$ cat config.mk
export PLATFORM = sky130hd
export DESIGN_NAME = apb_regspace_bridge_flat
export DESIGN_NICKNAME = d
export VERILOG_FILES = /design/src/rtl/apb_regspace_bridge_pkg.sv /design/src/rtl/apb_regspace_bridge_if.sv /design/src/rtl/apb_regspace_bridge.sv /design/src/flat_wrapper.sv
export SDC_FILE = /design/constraint.sdc
export NUM_CORES = 1
export LEC_CHECK = 0
export CAP_MARGIN = 20
export CORE_AREA = 2 2 104 106
export CTS_CLUSTER_DIAMETER = 120
export CTS_CLUSTER_SIZE = 20
export DETAILED_ROUTE_END_ITERATION = 10
export DIE_AREA = 0 0 106 108
export PLACE_DENSITY = 0.81
export SYNTH_ARGS = -nofsm -noshare
export SYNTH_HDL_FRONTEND = slang
export SYNTH_SLANG_ARGS = --single-unit
$ cat constraint.sdc
create_clock -name clk -period 2.3 [get_ports clk]
set_input_delay 0.23 -clock clk [delete_from_list [all_inputs] [get_ports clk]]
set_output_delay 0.23 -clock clk [all_outputs]
set_load 0.1 [all_outputs]
$ cat src/rtl/apb_regspace_bridge_pkg.sv
// ---------------------------------------------------------------------------
// regspace_bridge_pkg : shared types/constants for the APB regspace bridge
// rev 1.0
// ---------------------------------------------------------------------------
`default_nettype none

package regspace_bridge_pkg;

  typedef enum logic [1:0] {
    IDLE = 2'd0,
    RD   = 2'd1,
    WR   = 2'd2,
    DONE = 2'd3
  } state_t;

  localparam logic [1:0] ALIGN_MASK = 2'b11;

  // Width able to hold TIMEOUT_CYC; never narrower than one bit.
  function automatic int to_cnt_w(input int cyc);
    return (cyc < 1) ? 1 : $clog2(cyc + 1);
  endfunction

endpackage

`default_nettype wire

$ cat src/rtl/apb_regspace_bridge_if.sv
// ---------------------------------------------------------------------------
// apb_bus_if / regbank_req_if : APB3 bus and register-bank request bundles
// rev 1.0
// ---------------------------------------------------------------------------
`default_nettype none

interface apb_bus_if #(
  parameter int ADDR_W = 16,
  parameter int DATA_W = 32
);
  logic              psel;
  logic              penable;
  logic              pwrite;
  logic [ADDR_W-1:0] paddr;
  logic [DATA_W-1:0] pwdata;
  logic              pready;
  logic [DATA_W-1:0] prdata;
  logic              pslverr;

  modport master (
    output psel, penable, pwrite, paddr, pwdata,
    input  pready, prdata, pslverr
  );

  modport slave (
    input  psel, penable, pwrite, paddr, pwdata,
    output pready, prdata, pslverr
  );
endinterface

interface regbank_req_if #(
  parameter int ADDR_W = 16,
  parameter int DATA_W = 32
);
  logic [ADDR_W-1:0] rreq_addr;
  logic              rreq_vld;
  logic              rreq_rdy;
  logic [DATA_W-1:0] rack_data;
  logic              rack_vld;
  logic              rack_rdy;
  logic [ADDR_W-1:0] wreq_addr;
  logic [DATA_W-1:0] wreq_data;
  logic              wreq_vld;
  logic              wreq_rdy;

  modport master (
    output rreq_addr, rreq_vld, rack_rdy, wreq_addr, wreq_data, wreq_vld,
    input  rreq_rdy, rack_data, rack_vld, wreq_rdy
  );

  modport slave (
    input  rreq_addr, rreq_vld, rack_rdy, wreq_addr, wreq_data, wreq_vld,
    output rreq_rdy, rack_data, rack_vld, wreq_rdy
  );
endinterface

`default_nettype wire

$ cat src/rtl/apb_regspace_bridge.sv
// ---------------------------------------------------------------------------
// apb_regspace_bridge : APB3 slave to register-bank request bridge with timeout
// rev 1.0
// ---------------------------------------------------------------------------
`default_nettype none

module apb_regspace_bridge
  import regspace_bridge_pkg::*;
#(
  parameter int ADDR_W      = 16,
  parameter int DATA_W      = 32,
  parameter int TIMEOUT_CYC = 16
) (
  input  logic          clk,
  input  logic          rst_n,
  apb_bus_if.slave      apb,
  regbank_req_if.master bank,
  output logic          busy
);

  localparam int              CNT_W   = to_cnt_w(TIMEOUT_CYC);
  localparam bit              TO_EN   = (TIMEOUT_CYC > 0);
  localparam logic [CNT_W-1:0] TO_LAST = CNT_W'(TO_EN ? TIMEOUT_CYC - 1 : 0);
  localparam logic [CNT_W-1:0] CNT_MAX = {CNT_W{1'b1}};

  state_t            state_q;
  state_t            state_d;
  logic [ADDR_W-1:0] addr_q;
  logic [DATA_W-1:0] wdat_q;
  logic [DATA_W-1:0] prdata_q;
  logic              wr_q;
  logic              err_q;
  logic [CNT_W-1:0]  cnt_q;

  logic setup;
  logic misaligned;
  logic rd_done;
  logic wr_done;
  logic xfer_done;
  logic to_hit;

  // rreq_rdy only mirrors the rack handshake; completion is judged on rack_vld.
  logic unused_rreq_rdy;
  assign unused_rreq_rdy = bank.rreq_rdy;

  assign setup      = apb.psel && !apb.penable;
  assign misaligned = (apb.paddr[1:0] & ALIGN_MASK) != 2'b00;
  assign rd_done    = (state_q == RD) && bank.rack_vld;
  assign wr_done    = (state_q == WR) && bank.wreq_rdy;
  assign xfer_done  = rd_done || wr_done;
  assign to_hit     = TO_EN && ((state_q == RD) || (state_q == WR))
                      && !xfer_done && (cnt_q == TO_LAST);

  always_ff @(posedge clk or negedge rst_n) begin
    if (!rst_n) begin
      state_q <= IDLE;
    end else begin
      state_q <= state_d;
    end
  end

  always_comb begin
    state_d = state_q;
    case (state_q)
      IDLE: begin
        if (setup) begin
          if (misaligned)      state_d = DONE;
          else if (apb.pwrite) state_d = WR;
          else                 state_d = RD;
        end
      end
      RD, WR: begin
        if (xfer_done || to_hit) state_d = DONE;
      end
      DONE:    state_d = IDLE;
      default: state_d = IDLE;
    endcase
  end

  always_ff @(posedge clk or negedge rst_n) begin
    if (!rst_n) begin
      addr_q   <= '0;
      wdat_q   <= '0;
      prdata_q <= '0;
      wr_q     <= 1'b0;
      err_q    <= 1'b0;
      cnt_q    <= '0;
    end else if (state_q == IDLE) begin
      if (setup) begin
        addr_q   <= apb.paddr;
        wdat_q   <= apb.pwdata;
        wr_q     <= apb.pwrite;
        err_q    <= misaligned;
        prdata_q <= '0;
        cnt_q    <= '0;
      end
    end else if ((state_q == RD) || (state_q == WR)) begin
      if (xfer_done) begin
        err_q <= 1'b0;
        if (rd_done) prdata_q <= bank.rack_data;
      end else if (to_hit) begin
        err_q    <= 1'b1;
        prdata_q <= '0;
      end else if (cnt_q != CNT_MAX) begin
        cnt_q <= cnt_q + 1'b1;
      end
    end
  end

  // All outputs decode registered state only; nothing flows through from APB.
  assign apb.pready     = (state_q == DONE);
  assign apb.pslverr    = (state_q == DONE) && err_q;
  assign apb.prdata     = ((state_q == DONE) && !wr_q && !err_q) ? prdata_q : '0;
  assign bank.rreq_vld  = (state_q == RD);
  assign bank.rack_rdy  = (state_q == RD);
  assign bank.rreq_addr = addr_q;
  assign bank.wreq_vld  = (state_q == WR);
  assign bank.wreq_addr = addr_q;
  assign bank.wreq_data = wdat_q;
  assign busy           = (state_q != IDLE);

endmodule

`default_nettype wire

$ cat src/flat_wrapper.sv
// flat-port wrapper written by rule: the top's interface ports become plain ports
module apb_regspace_bridge_flat import regspace_bridge_pkg::*;
#(
  parameter int ADDR_W      = 16,
  parameter int DATA_W      = 32,
  parameter int TIMEOUT_CYC = 16
)
  (clk, rst_n, busy, apb_psel, apb_penable, apb_pwrite, apb_paddr, apb_pwdata, apb_pready, apb_prdata, apb_pslverr, bank_rreq_addr, bank_rreq_vld, bank_rack_rdy, bank_wreq_addr, bank_wreq_data, bank_wreq_vld, bank_rreq_rdy, bank_rack_data, bank_rack_vld, bank_wreq_rdy);
  apb_bus_if #(.ADDR_W(ADDR_W), .DATA_W(DATA_W)) apb_i ();
  regbank_req_if #(.ADDR_W(ADDR_W), .DATA_W(DATA_W)) bank_i ();
  input  logic clk;
  input  logic rst_n;
  output logic busy;
  input wire logic [$bits(apb_i.psel)-1:0] apb_psel;
  input wire logic [$bits(apb_i.penable)-1:0] apb_penable;
  input wire logic [$bits(apb_i.pwrite)-1:0] apb_pwrite;
  input wire logic [$bits(apb_i.paddr)-1:0] apb_paddr;
  input wire logic [$bits(apb_i.pwdata)-1:0] apb_pwdata;
  output wire logic [$bits(apb_i.pready)-1:0] apb_pready;
  output wire logic [$bits(apb_i.prdata)-1:0] apb_prdata;
  output wire logic [$bits(apb_i.pslverr)-1:0] apb_pslverr;
  output wire logic [$bits(bank_i.rreq_addr)-1:0] bank_rreq_addr;
  output wire logic [$bits(bank_i.rreq_vld)-1:0] bank_rreq_vld;
  output wire logic [$bits(bank_i.rack_rdy)-1:0] bank_rack_rdy;
  output wire logic [$bits(bank_i.wreq_addr)-1:0] bank_wreq_addr;
  output wire logic [$bits(bank_i.wreq_data)-1:0] bank_wreq_data;
  output wire logic [$bits(bank_i.wreq_vld)-1:0] bank_wreq_vld;
  input wire logic [$bits(bank_i.rreq_rdy)-1:0] bank_rreq_rdy;
  input wire logic [$bits(bank_i.rack_data)-1:0] bank_rack_data;
  input wire logic [$bits(bank_i.rack_vld)-1:0] bank_rack_vld;
  input wire logic [$bits(bank_i.wreq_rdy)-1:0] bank_wreq_rdy;
  assign apb_i.psel = apb_psel;
  assign apb_i.penable = apb_penable;
  assign apb_i.pwrite = apb_pwrite;
  assign apb_i.paddr = apb_paddr;
  assign apb_i.pwdata = apb_pwdata;
  assign apb_pready = apb_i.pready;
  assign apb_prdata = apb_i.prdata;
  assign apb_pslverr = apb_i.pslverr;
  assign bank_rreq_addr = bank_i.rreq_addr;
  assign bank_rreq_vld = bank_i.rreq_vld;
  assign bank_rack_rdy = bank_i.rack_rdy;
  assign bank_wreq_addr = bank_i.wreq_addr;
  assign bank_wreq_data = bank_i.wreq_data;
  assign bank_wreq_vld = bank_i.wreq_vld;
  assign bank_i.rreq_rdy = bank_rreq_rdy;
  assign bank_i.rack_data = bank_rack_data;
  assign bank_i.rack_vld = bank_rack_vld;
  assign bank_i.wreq_rdy = bank_wreq_rdy;
  apb_regspace_bridge #(.ADDR_W(ADDR_W), .DATA_W(DATA_W), .TIMEOUT_CYC(TIMEOUT_CYC)) u_core (.clk(clk), .rst_n(rst_n), .apb(apb_i), .bank(bank_i), .busy(busy));
endmodule
-- Word level (Yosys, flattened, before mapping)
Cells that the tools add are included.
- bits in registers: 89
- output and inout port bits: 102
- word-level logic and storage cells: 68
- add/sub/neg operators: 1
- equal/unequal tests: 10
- muxes and demuxes: 23
- reduce and logical (&&, ||, !) cells: 27
- operator list (cell ; count):
    $mux 32 ; 7
    $mux 5 ; 6
    $logic_and 1x1->1 ; 8
    $mux 2 ; 4
    $reduce_bool 2->1 ; 4
    $pmux 2 s3 ; 1
    $add 5x1->5 const B ; 1
    $eq 5x4->1 const B ; 1
    $mux 1 ; 5
    $ne 5x5->1 const B ; 1
    $reduce_and 5->1 ; 1
    $eq 2x2->1 const B ; 2
    $logic_not 1->1 ; 4
    $ne 2x1->1 const B ; 2
    $ne 2x2->1 const B ; 2
    $reduce_and 2->1 ; 2
    $reduce_and 4->1 ; 1
    $logic_or 1x1->1 ; 3
    $ne 3x2->1 const B ; 1
    $reduce_and 3->1 ; 1
    $reduce_bool 3->1 ; 1
    $eq 2x1->1 const B ; 1
    $logic_not 2->1 ; 1
    $reduce_or 2->1 ; 1

-- Logic depth before layout (Yosys ltp)
Gate-level depths: netlist (run 1).
- depth after elaboration: 10
- depth in mapped cells: 8

-- Worst setup path after synthesis (run 1)
OpenSTA, ideal clock, no wires.
- path kind: reg-to-output
- start point: register u_core.state_q[1]
- end point: output apb_prdata[0]
- arrival: 2.832 ns
- setup slack: -0.762 ns
- cell stages (with the launch flop): 6
- path buffers: 2
- path through: dfrtp_1 > ha_1 > clkbuf_2 > nor3b_1 > clkbuf_1 > and2_1
- word-level cells in the longest chain between the ends: 4
- RTL lines (what ; RTL line ; text):
    start: declaration ; apb_regspace_bridge.sv:26 ; state_t state_q;
    start signal: assignment ; apb_regspace_bridge.sv:58 ; state_q <= state_d;
    $eq 2x2->1 ; -- ;
    via apb_pready ; flat_wrapper.sv:19 ; output wire logic [$bits(apb_i.pready)-1:0] apb_pready;
    $logic_and 1x1->1 (2 in series) ; apb_regspace_bridge.sv:113 ; assign apb.prdata = ((state_q == DONE) && !wr_q && !err_q) ? prdata_q : '0;
    $mux 32 ; apb_regspace_bridge.sv:113 ;
    end: declaration ; flat_wrapper.sv:20 ; output wire logic [$bits(apb_i.prdata)-1:0] apb_prdata;
The timed path passes the listed nets, and every way through them passes these cells.

-- Worst setup path after layout (run 1)
- start point: register u_core.cnt_q[0]
- end point: register u_core.prdata_q[26]
- word-level cells in the longest chain between the ends: 4
- RTL lines (what ; RTL line ; text):
    start: declaration ; apb_regspace_bridge.sv:33 ; logic [CNT_W-1:0] cnt_q;
    start signal: assignment ; apb_regspace_bridge.sv:105 ; cnt_q <= cnt_q + 1'b1;
    $eq 5x4->1 ; apb_regspace_bridge.sv:52 ; && !xfer_done && (cnt_q == TO_LAST);
    $logic_and 1x1->1 ; apb_regspace_bridge.sv:52 ;
    $reduce_bool 3->1 (no source line) ; -- ;
    $reduce_and 4->1 (no source line) ; -- ;
    end signal: assignment ; apb_regspace_bridge.sv:100 ; if (rd_done) prdata_q <= bank.rack_data;
    end: declaration ; apb_regspace_bridge.sv:30 ; logic [DATA_W-1:0] prdata_q;
No other way between the ends.
A chain may end at the register's enable or synchronous reset.

==> results of run 1 <==
metal layers:
metal / GRT usage / share of wire
met3: 0.0338 / 0.050
met2: 0.305 / 0.51
met4: 0.0451 / 0.0071
met5: 0 / 0
met1: 0.237 / 0.44
kinds of logic (layout without fill, tap and decap cells):
group,count (synthesis),count (layout),share of synthesized area
AOI/OAI and AO/OA,18,18,0.0320
adders and majority gates,7,7,0.0200
buffers and inverters,72,253,0.0908
DFF,89,89,0.508
muxes,82,82,0.242
and+or+nand+nor,92,92,0.107
registers in the layout (all words and copies together) (netlist names):
register / flops
u_core.state_q: 2
u_core.wr_q: 1
u_core.bank.rreq_addr: 16
u_core.cnt_q: 5
u_core.err_q: 1
u_core.bank.wreq_data: 32
u_core.prdata_q: 32
critical path: cells and delay by family (launching register included):
family	cells	cell delay (ns)
mux	1	0.20
fa+ha+maj	2	0.43
flops	1	0.43
simple gates	3	0.50
compound gates	1	0.36
buf+inv	1	0.18
worst max-delay path by stage:
stage	startpoint	cells past startpoint	slack, ns	endpoint
2_1_floorplan	u_core.state_q[0]	5	0.03	apb_prdata[0]
3_3_place_gp	u_core.cnt_q[0]	8	0.17	u_core.prdata_q[11]
3_5_place_dp	u_core.cnt_q[0]	8	0.09	u_core.prdata_q[20]
4_1_cts	u_core.cnt_q[0]	8	0.08	u_core.prdata_q[23]
5_1_grt	u_core.cnt_q[0]	8	0.02	u_core.prdata_q[2]
6_report	u_core.cnt_q[0]	8	0.11	u_core.prdata_q[26]
layout make-up:
| class | count | area [um2] | area share |
|---|---|---|---|
| Clock buffer | 10 | 128 | 0.0189 |
| Sequential cell | 89 | 2230 | 0.329 |
| Inverter | 38 | 143 | 0.0211 |
| Timing Repair Buffer | 199 | 2200 | 0.325 |
| Multi-Input combinational cell | 199 | 1830 | 0.271 |
| Tap cell | 136 | 170 | 0.0252 |
| Clock inverter | 6 | 67.6 | 0.00999 |
through the flow:
step	area [um2]	hold slack [ns]	instances	util	worst slack (ns)
after floorplan	4440	-0.0656	360	-	0.0322
after global placement	6490	0.248	657	0.634	0.167
after detailed placement	6490	0.252	657	0.634	0.0883
after CTS	6700	0.402	674	0.655	0.0817
after global routing	6770	0.422	677	0.661	0.0238
final	6770	0.399	677	0.661	0.107
cells in the mapped netlist, drive strengths merged:
cell type,number
dfrtp,89
mux2,49
nand2,40
inv,38
and2,35
mux2i,33
buf,27
clkbuf,7
ha,7
nor2,5
a21oi,4
nand3,4
o21ai,3
a22oi,2
nor3b,2
a21o,1
a221o,1
a221oi,1
a311o,1
a32oi,1
and3,1
nand2b,1
nor4,1
o211ai,1
o22ai,1
o311ai,1
o41ai,1
or2,1
or3,1
or4b,1
timing repair:
action,4_1_cts,5_1_grt
endpoints found under the setup margin,0,26
hold buffers,1,0
hold endpoints to repair,42,0
gates resized for setup,0,2
cell usage in the layout, fill, tap and decap left out, types with 2 or more instances in the layout:
master	count
a21oi_1	4
and2_1	3
and2_2	32
buf_12	36
buf_4	74
clkbuf_16	2
clkbuf_8	9
clkdlybuf4s50_1	85
clkinvlp_4	2
dfrtp_1	89
ha_1	3
ha_2	3
inv_1	37
mux2_4	48
mux2i_1	33
nand2_1	39
nand3_1	4
nor2_1	4
o21ai_0	3
==> results by group, run 1 <==
Global route
  • Grt ovf: 0
  • Largest net degree at the start of global routing: 48
  • Vias in the first global route: between 3k and 4k
  • GRT Overall Usage: 0.179
  • Initial antenna violation count: 0
  • Global-route wire length before repair: 16200 um

Final layout
  • Synthesis-to-layout area growth: 54.4%
  • Fill count: 749
  • Layout Nets: ~630
  • Ant. Diodes: 0
  • Layout cells sized above 1: 0.405

Route
  • WL per Instance: 15.8 um
  • Initial DRC count: 158
  • Vias per inst: ~4.6
  • Drt pass-1 iters: 4
  • DRC: 0
  • Routed Wire Length: 10700 um
  • Antenna Violating Nets Remaining: 0
  • Vias: 3141

Setup path
  • Worst setup EP type: flop
  • Worst R2R Start: u_core.cnt_q[0]
  • Crit-path max FO: 8
  • Required time of the worst setup path: 2.56 ns
  • R2R depth: 8
  • Reg2reg setup slack: 0.11 ns
  • Critical Path AT: 2.46 ns
  • Crit-path max cell delay: around 0.43 ns
  • CP Cell Sequence: ha_2, and3_1, ha_1, and2_1, a221o_1, nand2_4, buf_6, mux2i_1
  • Crit path max-delay cell type: dfrtp_1
  • FF-to-FF End: u_core.prdata_q[26]
  • Worst setup path category: flop to flop
  • Element type at the critical path start: flop

STA
  • F_max: 456 MHz
  • Final hold violations: 0
  • Min Tclk post-route: 2.19 ns
  • Slew Viols, Final: 0
  • Period utilisation layout: 0.953
  • Worst slew pin tran: 0.587 ns
  • Setup Skew: 0.0199 ns
  • Slew Limit Headroom: 0.608
  • Setup TNS Final: 0 ns
  • RSZ-0062 raised after global routing: no
  • Final setup violation count: 0

Die
  • Row cnt: 37
  • Die height: 108 um
  • Core Area: 10200 um2
  • Ports: 190
  • Die extent in x: 106 um
  • Initial Utilization: 0.428
  • Die area: 11400 um2

Synthesis
  • Syn Inst Count: 360
  • Synth area leaders: dfrtp_1 51%, mux2_4 16%, mux2i_1 7.5%
  • Syn nets: 455
  • Area share of the largest cell type after synthesis: 0.508
  • Leading area contributor after synthesis: dfrtp_1
  • Sequential area share after synthesis: 0.508
  • Post-synthesis area per instance: between 10 and 15 um2
  • Flops & latches, synth: 89
  • Yosys warns: 0
  • Post-Synthesis Cell Area: 4380 um2
  • Unique masters post-synth: 37

Clock tree
  • Clk buf depth: 2
  • Skew-Pair Late Insertion Delay: 0.35 ns
  • CTS tree: built
  • CTS root buf: clkbuf_8
  • CTS Buf Count: 9
  • Clk sinks: 89
  • Clk slew on worst S/H paths: 0.10 ns
  • H-tree levels: 3
  • Setup repair bufs after CTS: 0

Flow run
  • Number of max-cap violations: 0

Place
  • Global placement routability congestion: a little over 0.8
  • PortBufs: between 150 and 200
  • Hpwl dp: roughly 7800 um

Hold path
  • Hold Path Class: primary input to asynchronous set/reset pin

Status
  • Status: finished, final reports clean
Power of run 1 is left out: the tool's default activity adds up to more than one toggle a clock period on the data nets, which glitch-free logic cannot reach.
==> inputs of run 2 (changes only) <==
CORE_AREA = 2 2 111 113   (was 2 2 104 106)
DIE_AREA = 0 0 113 115   (was 0 0 106 108)
PLACE_DENSITY = 0.87   (was 0.81)
clock period = 1.75 ns   (was 2.3 ns; I/O delays follow)
==> run 2 against run 1 <==
Net effect: the flow now finishes with violations (design-rule violations, negative setup slack); non-clock buffer count increased by 45; routed wire length increased by 21%; via count increased by 10%; die area increased by 14%; register-to-register slack got worse by 0.46 ns; sequential share of layout area decreased by 4.3 points; global-route usage increased by 0.63 points; design area increased by 15%; largest cell class is now non-clock buffers.
==> results by group, run 2 (synthesized netlist as in run 1, its figures left out) <==
Setup path
  • Crit-path max cell delay: approximately 0.39 ns
  • Reg2reg setup slack: -0.36 ns
  • CP Cell Sequence: ha_2, and3_4, ha_4, and2_4, a221o_1, nand2_4, buf_12, mux2i_1
  • Worst setup EP type: flop
  • Bufs and invs on worst path: 1
  • CP Capture Point: u_core.prdata_q[25]
  • Crit-path max FO: 8
  • Required time of the worst setup path: 1.97 ns
  • Crit path max-delay cell type: dfrtp_1
  • Worst setup path category: flop to flop
  • Worst R2R Start: u_core.cnt_q[1]
  • CP top delay family: simple AND/OR/NAND/NOR gates
  • R2R depth: 8
  • Crit. Startpoint: u_core.cnt_q[1]
  • WP depth: 8
  • FF-to-FF End: u_core.prdata_q[25]
  • Critical Path AT: 2.33 ns
  • Element type at the critical path start: flop

Final layout
  • Cell Count, Final, Fillers Out: 733
  • Layout cells sized above 1: 0.488
  • Synthesis-to-layout area growth: 77.8%
  • Commonest cells after routing, fill and taps aside: 88 x buf_4, 87 x dfrtp_1, 85 x clkdlybuf4s50_1, 49 x mux2_4, 47 x buf_12
  • Layout Nets: 676
  • Ant. Diodes: 0
  • Commonest non-fill, non-tap cell in the layout: buf_4

Place
  • Pre-CTS setup slack: -0.279 ns
  • Global placement routability congestion: 0.836
  • Hpwl dp: 8300 um
  • PortBufs: 188
  • Cell count after placement: 685

Route
  • Routed Wire Length: 12900 um
  • Drt pass-1 iters: 7
  • DRC: 10
  • WL per Instance: roughly 18 um
  • Initial DRC count: 191
  • Wire length on met2: 7030 um
  • Wl on met1: 5090 um
  • Met3 routed WL: approximately 590 um
  • Antenna Violating Nets Remaining: 0
  • Vias: between 3k and 4k
  • Vias per inst: 4.72
  • DR top layer: met4

STA
  • Final setup violation count: 108
  • Worst setup margin: -0.358 ns
  • Worst slew pin tran: 0.566 ns
  • RSZ-0062 raised after global routing: yes
  • Setup TNS Final: -15.91 ns
  • Slew Limit Headroom: 0.622
  • F_max: 474 MHz
  • Period utilisation layout: 1.20
  • Worst hold slack: ~0.37 ns
  • Final hold violations: 0
  • Slew Viols, Final: 0
  • Setup Skew: 0.00728 ns
  • Min Tclk post-route: 2.11 ns

Die
  • Die area: 13000 um2
  • Die extent in x: about 110 um
  • Row cnt: 40
  • Ports: 190
  • Core Area: 11800 um2
  • Initial Utilization: 0.371
  • Die height: around 120 um

Global route
  • Initial antenna violation count: 0
  • Vias in the first global route: approximately 3.7k
  • Largest net degree at the start of global routing: 49
  • Global-route wire length before repair: around 19000 um
  • GRT Overall Usage: 0.185
  • Grt ovf: 0

Clock tree
  • CTS Buf Count: 9
  • Clk buf depth: 2
  • Skew-Pair Late Insertion Delay: approximately 0.33 ns
  • Clk slew on worst S/H paths: 0.06 ns
  • CTS tree: built
  • Clk sinks: 89
  • CTS root buf: clkbuf_16
  • H-tree levels: 3

Flow run
  • Number of max-cap violations: 0

Hold path
  • Hold Path Class: primary input to asynchronous set/reset pin

Status
  • Status: complete, but fails checks
  • Failing checks: design-rule violations, negative setup slack
[run 2: changes by cell type in the layout (fill, tap and decap cells not counted), sizes merged]
cell      before  now
clkinv         2    1
clkbuf        12   17
bufinv         1    2
buf          111  153
clkinvlp       2    1
inv           39   38
[run 2: final cells by class]
type / instances / area, um2
multi-input cells: 199 / 2040
well taps: 147 / 184
flip-flops and latches: 89 / 2230
clock inverters: 4 / 76.3
repair buffers: 244 / 2860
inverters: 38 / 155
fillers: 851 / 4020
clock buffers: 12 / 246
[run 2: worst min path at each step]
stage,from,end,slack (ns),cells past startpoint
floorplan,rst_n,u_core.bank.rreq_addr[0],-0.12,0
global placement,rst_n,u_core.bank.rreq_addr[10],0.18,1
detailed placement,rst_n,u_core.bank.rreq_addr[4],0.20,1
CTS,bank_rack_data[11],u_core.prdata_q[11],0.37,3
global route,bank_rack_data[10],u_core.prdata_q[10],0.40,3
finish,rst_n,u_core.bank.rreq_addr[4],0.37,2
[run 2: what timing repair did]
action,in CTS,in global routing
gates resized for setup,25,22
endpoints found under the setup margin,69,119
pin swaps,16,11
endpoints found under the hold margin,41,0
hold buffers,1,0
cloned,4,6
buffers inserted,12,12
[run 2: metal layers]
layer | GRT usage | up-vias
met3 | 0.0438 | 17
met1 | 0.224 | 1723
met2 | 0.332 | 111
met4 | 0.0504 | 0
met5 | 0 | -
li1 | - | 1606
[run 2: metrics by stage]
step	cell area (um2)	util
finish	7790	0.660
global route	7790	0.660
CTS	7490	0.634
detailed placement	6880	0.582
global placement	6880	0.582
floorplan	4600	-
Power of run 2 is left out for the same reason.
==> patch (flow settings as in run 2) <==
`TIMEOUT_CYC` is set to 16 in 2 places; all go to 15.
--- a/src/rtl/apb_regspace_bridge.sv
+++ b/src/rtl/apb_regspace_bridge.sv
@@ -11,3 +11,3 @@
   parameter int DATA_W      = 32,
-  parameter int TIMEOUT_CYC = 16
+  parameter int TIMEOUT_CYC = 15
 ) (
--- a/src/flat_wrapper.sv
+++ b/src/flat_wrapper.sv
@@ -5,3 +5,3 @@
   parameter int DATA_W      = 32,
-  parameter int TIMEOUT_CYC = 16
+  parameter int TIMEOUT_CYC = 15
 )
Behaviour: same outputs for any inputs over 10 cycles, from zero or initial values and one cycle with rst_n low; that may be too few to reach the edited logic, so the function may still have changed.
==> patch against run 2 <==
The run still ends with DRC, setup timing left. Setup slack improved by 0.18 ns. Synthesized area decreased by 5.8%. First-iteration DRC count decreased by 23%. Wire length increased by 2.5%. Sequential cell count decreased by 1. Final area about the same. Critical path depth decreased by 1. Synthesized cell count decreased by 1.4%. Highest routed layer unchanged.
Power is left out: the tool's default activity adds up to more than one toggle a clock period on the data nets, which glitch-free logic cannot reach.
==> patch: results (changes against run 2) <==
outcome: "finished, violations left"  # unchanged
failed_checks: "DRC, setup timing"  # unchanged
syn_nets: 450  # was 455
fin_ws_ns: -0.181  # was -0.358 ns
clkTransAtPathRegs_ns: 0.06  # about the same
clk-insertion-delay-late_ns: 0.33  # about the same
route.detailed.drc: 12  # was 10
grt_pass1_vias: 3445  # was 3679
grt_usage_pct: 16.9  # was 18.5%
ys.flop_type: "dfrtp_1"  # unchanged
startpoint: "u_core.state_q[1]$_DFFE_PN0P_"  # was u_core.cnt_q[1]$_DFFE_PN0P_
crit_fanout: 16  # was 8
hp-start: "bank_rack_data[7]"
grt_max_degree: 89  # was 49
drt_iter0_markers: 148  # was 191
first_pass_iters: 7  # unchanged
synth_commonest_cells: "dfrtp_1, mux2_1, inv_1, nand2_1, and2_1"  # was dfrtp_1, mux2_4, nand2_1
antenna_cells: 0  # unchanged
cp_slowest_cell: "dfrtp_2"  # was dfrtp_1
synth.distinct_cells: 34  # was 37
port_buffers: 188  # unchanged
drive_gt1_share_pct: 50.2  # was 48.8%
cts_htree_levels: 3  # unchanged
worstMarginPinSlew_ns: 0.470  # was 0.566 ns
crit_family: "buffers and inverters"  # was simple AND/OR/NAND/NOR gates
numCtsBuffers: 9  # unchanged
critPathMaxStageDelay_ns: 0.41  # was 0.39 ns
finalNetCount: 673  # was 676
place.gp.congestion: 0.823  # was 0.836
wl_um: 13200  # was 12900 µm
finClkSkew_ns: 0.00549  # was 0.00728 ns
grt_pass1_wl_um: 17100  # was 19000 µm
clock_path_buffers: 2  # unchanged
dpl_cell_area_um2: 6560  # was 6880 µm²
pre_cts_ws_ns: -0.0752  # was -0.279 ns
antenna_found_initial: 0  # unchanged
async_reset_ff_share_pct: 100  # unchanged
place.detailed.hpwl_um: 7720  # was 8300 µm
ys_warn_count: 0  # unchanged
ys_seq_area_share_pct: 53.4  # was 50.8%
hp-class: "input pin to register"  # was input pin to asynchronous set/reset pin
worstPathArrival_ns: 1.76  # was 2.33 ns
yosys-top-cells-area: "dfrtp_1, mux2_1, mux2i_1"  # was dfrtp_1, mux2_4, mux2i_1
cts_root_buf: "clkbuf_16"  # unchanged
finalSetupViolCount: 117  # was 108
drt-vias-per-instance: 4.75  # was 4.72
## patch: cell families (layout without fill, tap and decap cells)
| group | Yosys count | after routing | synth area share (%) |
|---|---|---|---|
| adder cells (fa/ha/maj) | 7 | 7 | 2.12 |
| AO/OA/AOI/OAI | 19 | 19 | 3.82 |
| multiplexers | 80 | 80 | 20.9 |
| AND/OR/NAND/NOR | 90 | 91 | 11.1 |
| buffers and inverters | 71 | 297 | 8.70 |
| flip-flops | 88 | 88 | 53.4 |
## patch: per-stage QoR
| stage | setup TNS (ns) | cells | utilization [%] |
|---|---|---|---|
| CTS | -5.91 | 699 | 59.5 |
| global placement | -0.805 | 674 | 55.5 |
| finish | -11.62 | 729 | 66.0 |
| floorplan | -2.81 | 355 | - |
| detailed placement | -2.81 | 674 | 55.5 |
| global route | -17.64 | 729 | 66.0 |
## patch: area by class of cell
type | count | area, µm²
Timing Repair Buffer | 244 | 2890
Sequential cell | 88 | 2200
Fill cell | 842 | 4020
Multi-Input combinational cell | 197 | 2040
Tap cell | 147 | 184
Clock inverter | 2 | 37.5
Inverter | 38 | 163
Clock buffer | 13 | 270
## patch: path summary, 6_finish.rpt
path | endpoint | slack [ns] | cells after the start
setup / recovery | apb_prdata[13] | -0.18 | 7
hold / removal | u_core.prdata_q[7]$_DFFE_PN0P_ | 0.39 | 3
setup reg to reg | u_core.prdata_q[14]$_DFFE_PN0P_ | -0.14 | 10
hold reg to reg | u_core.bank.wreq_data[23]$_DFFE_PN0P_ | 0.51 | 1
max in group asynchronous | u_core.state_q[1]$_DFFE_PN0P_ | 0.92 | 3
min in group asynchronous | u_core.prdata_q[21]$_DFFE_PN0P_ | 0.44 | 3
## patch: metal layers
layer	track usage (%)	wire length [µm]	up-vias
li1	-	-	1599
met1	18.6	4920	1714
met2	32.0	7250	137
met3	4.59	907	13
met4	4.63	133	0
met5	0	0	-
## patch: tightest hold or removal path: cells and delay by family
family        cells  cell delay [ns]
mux               1             0.05
simple gates      1             0.05
buf+inv           1             0.39
## patch: timing repair
| action | in CTS | in global routing |
|---|---|---|
| hold endpoints to repair | 88 | 0 |
| resized for setup | 15 | 90 |
| pin swaps | 4 | 11 |
| cloned | 2 | 15 |
| hold buffers | 1 | 0 |
| setup buffers | 7 | 15 |
| endpoints found under the setup margin | 32 | 115 |
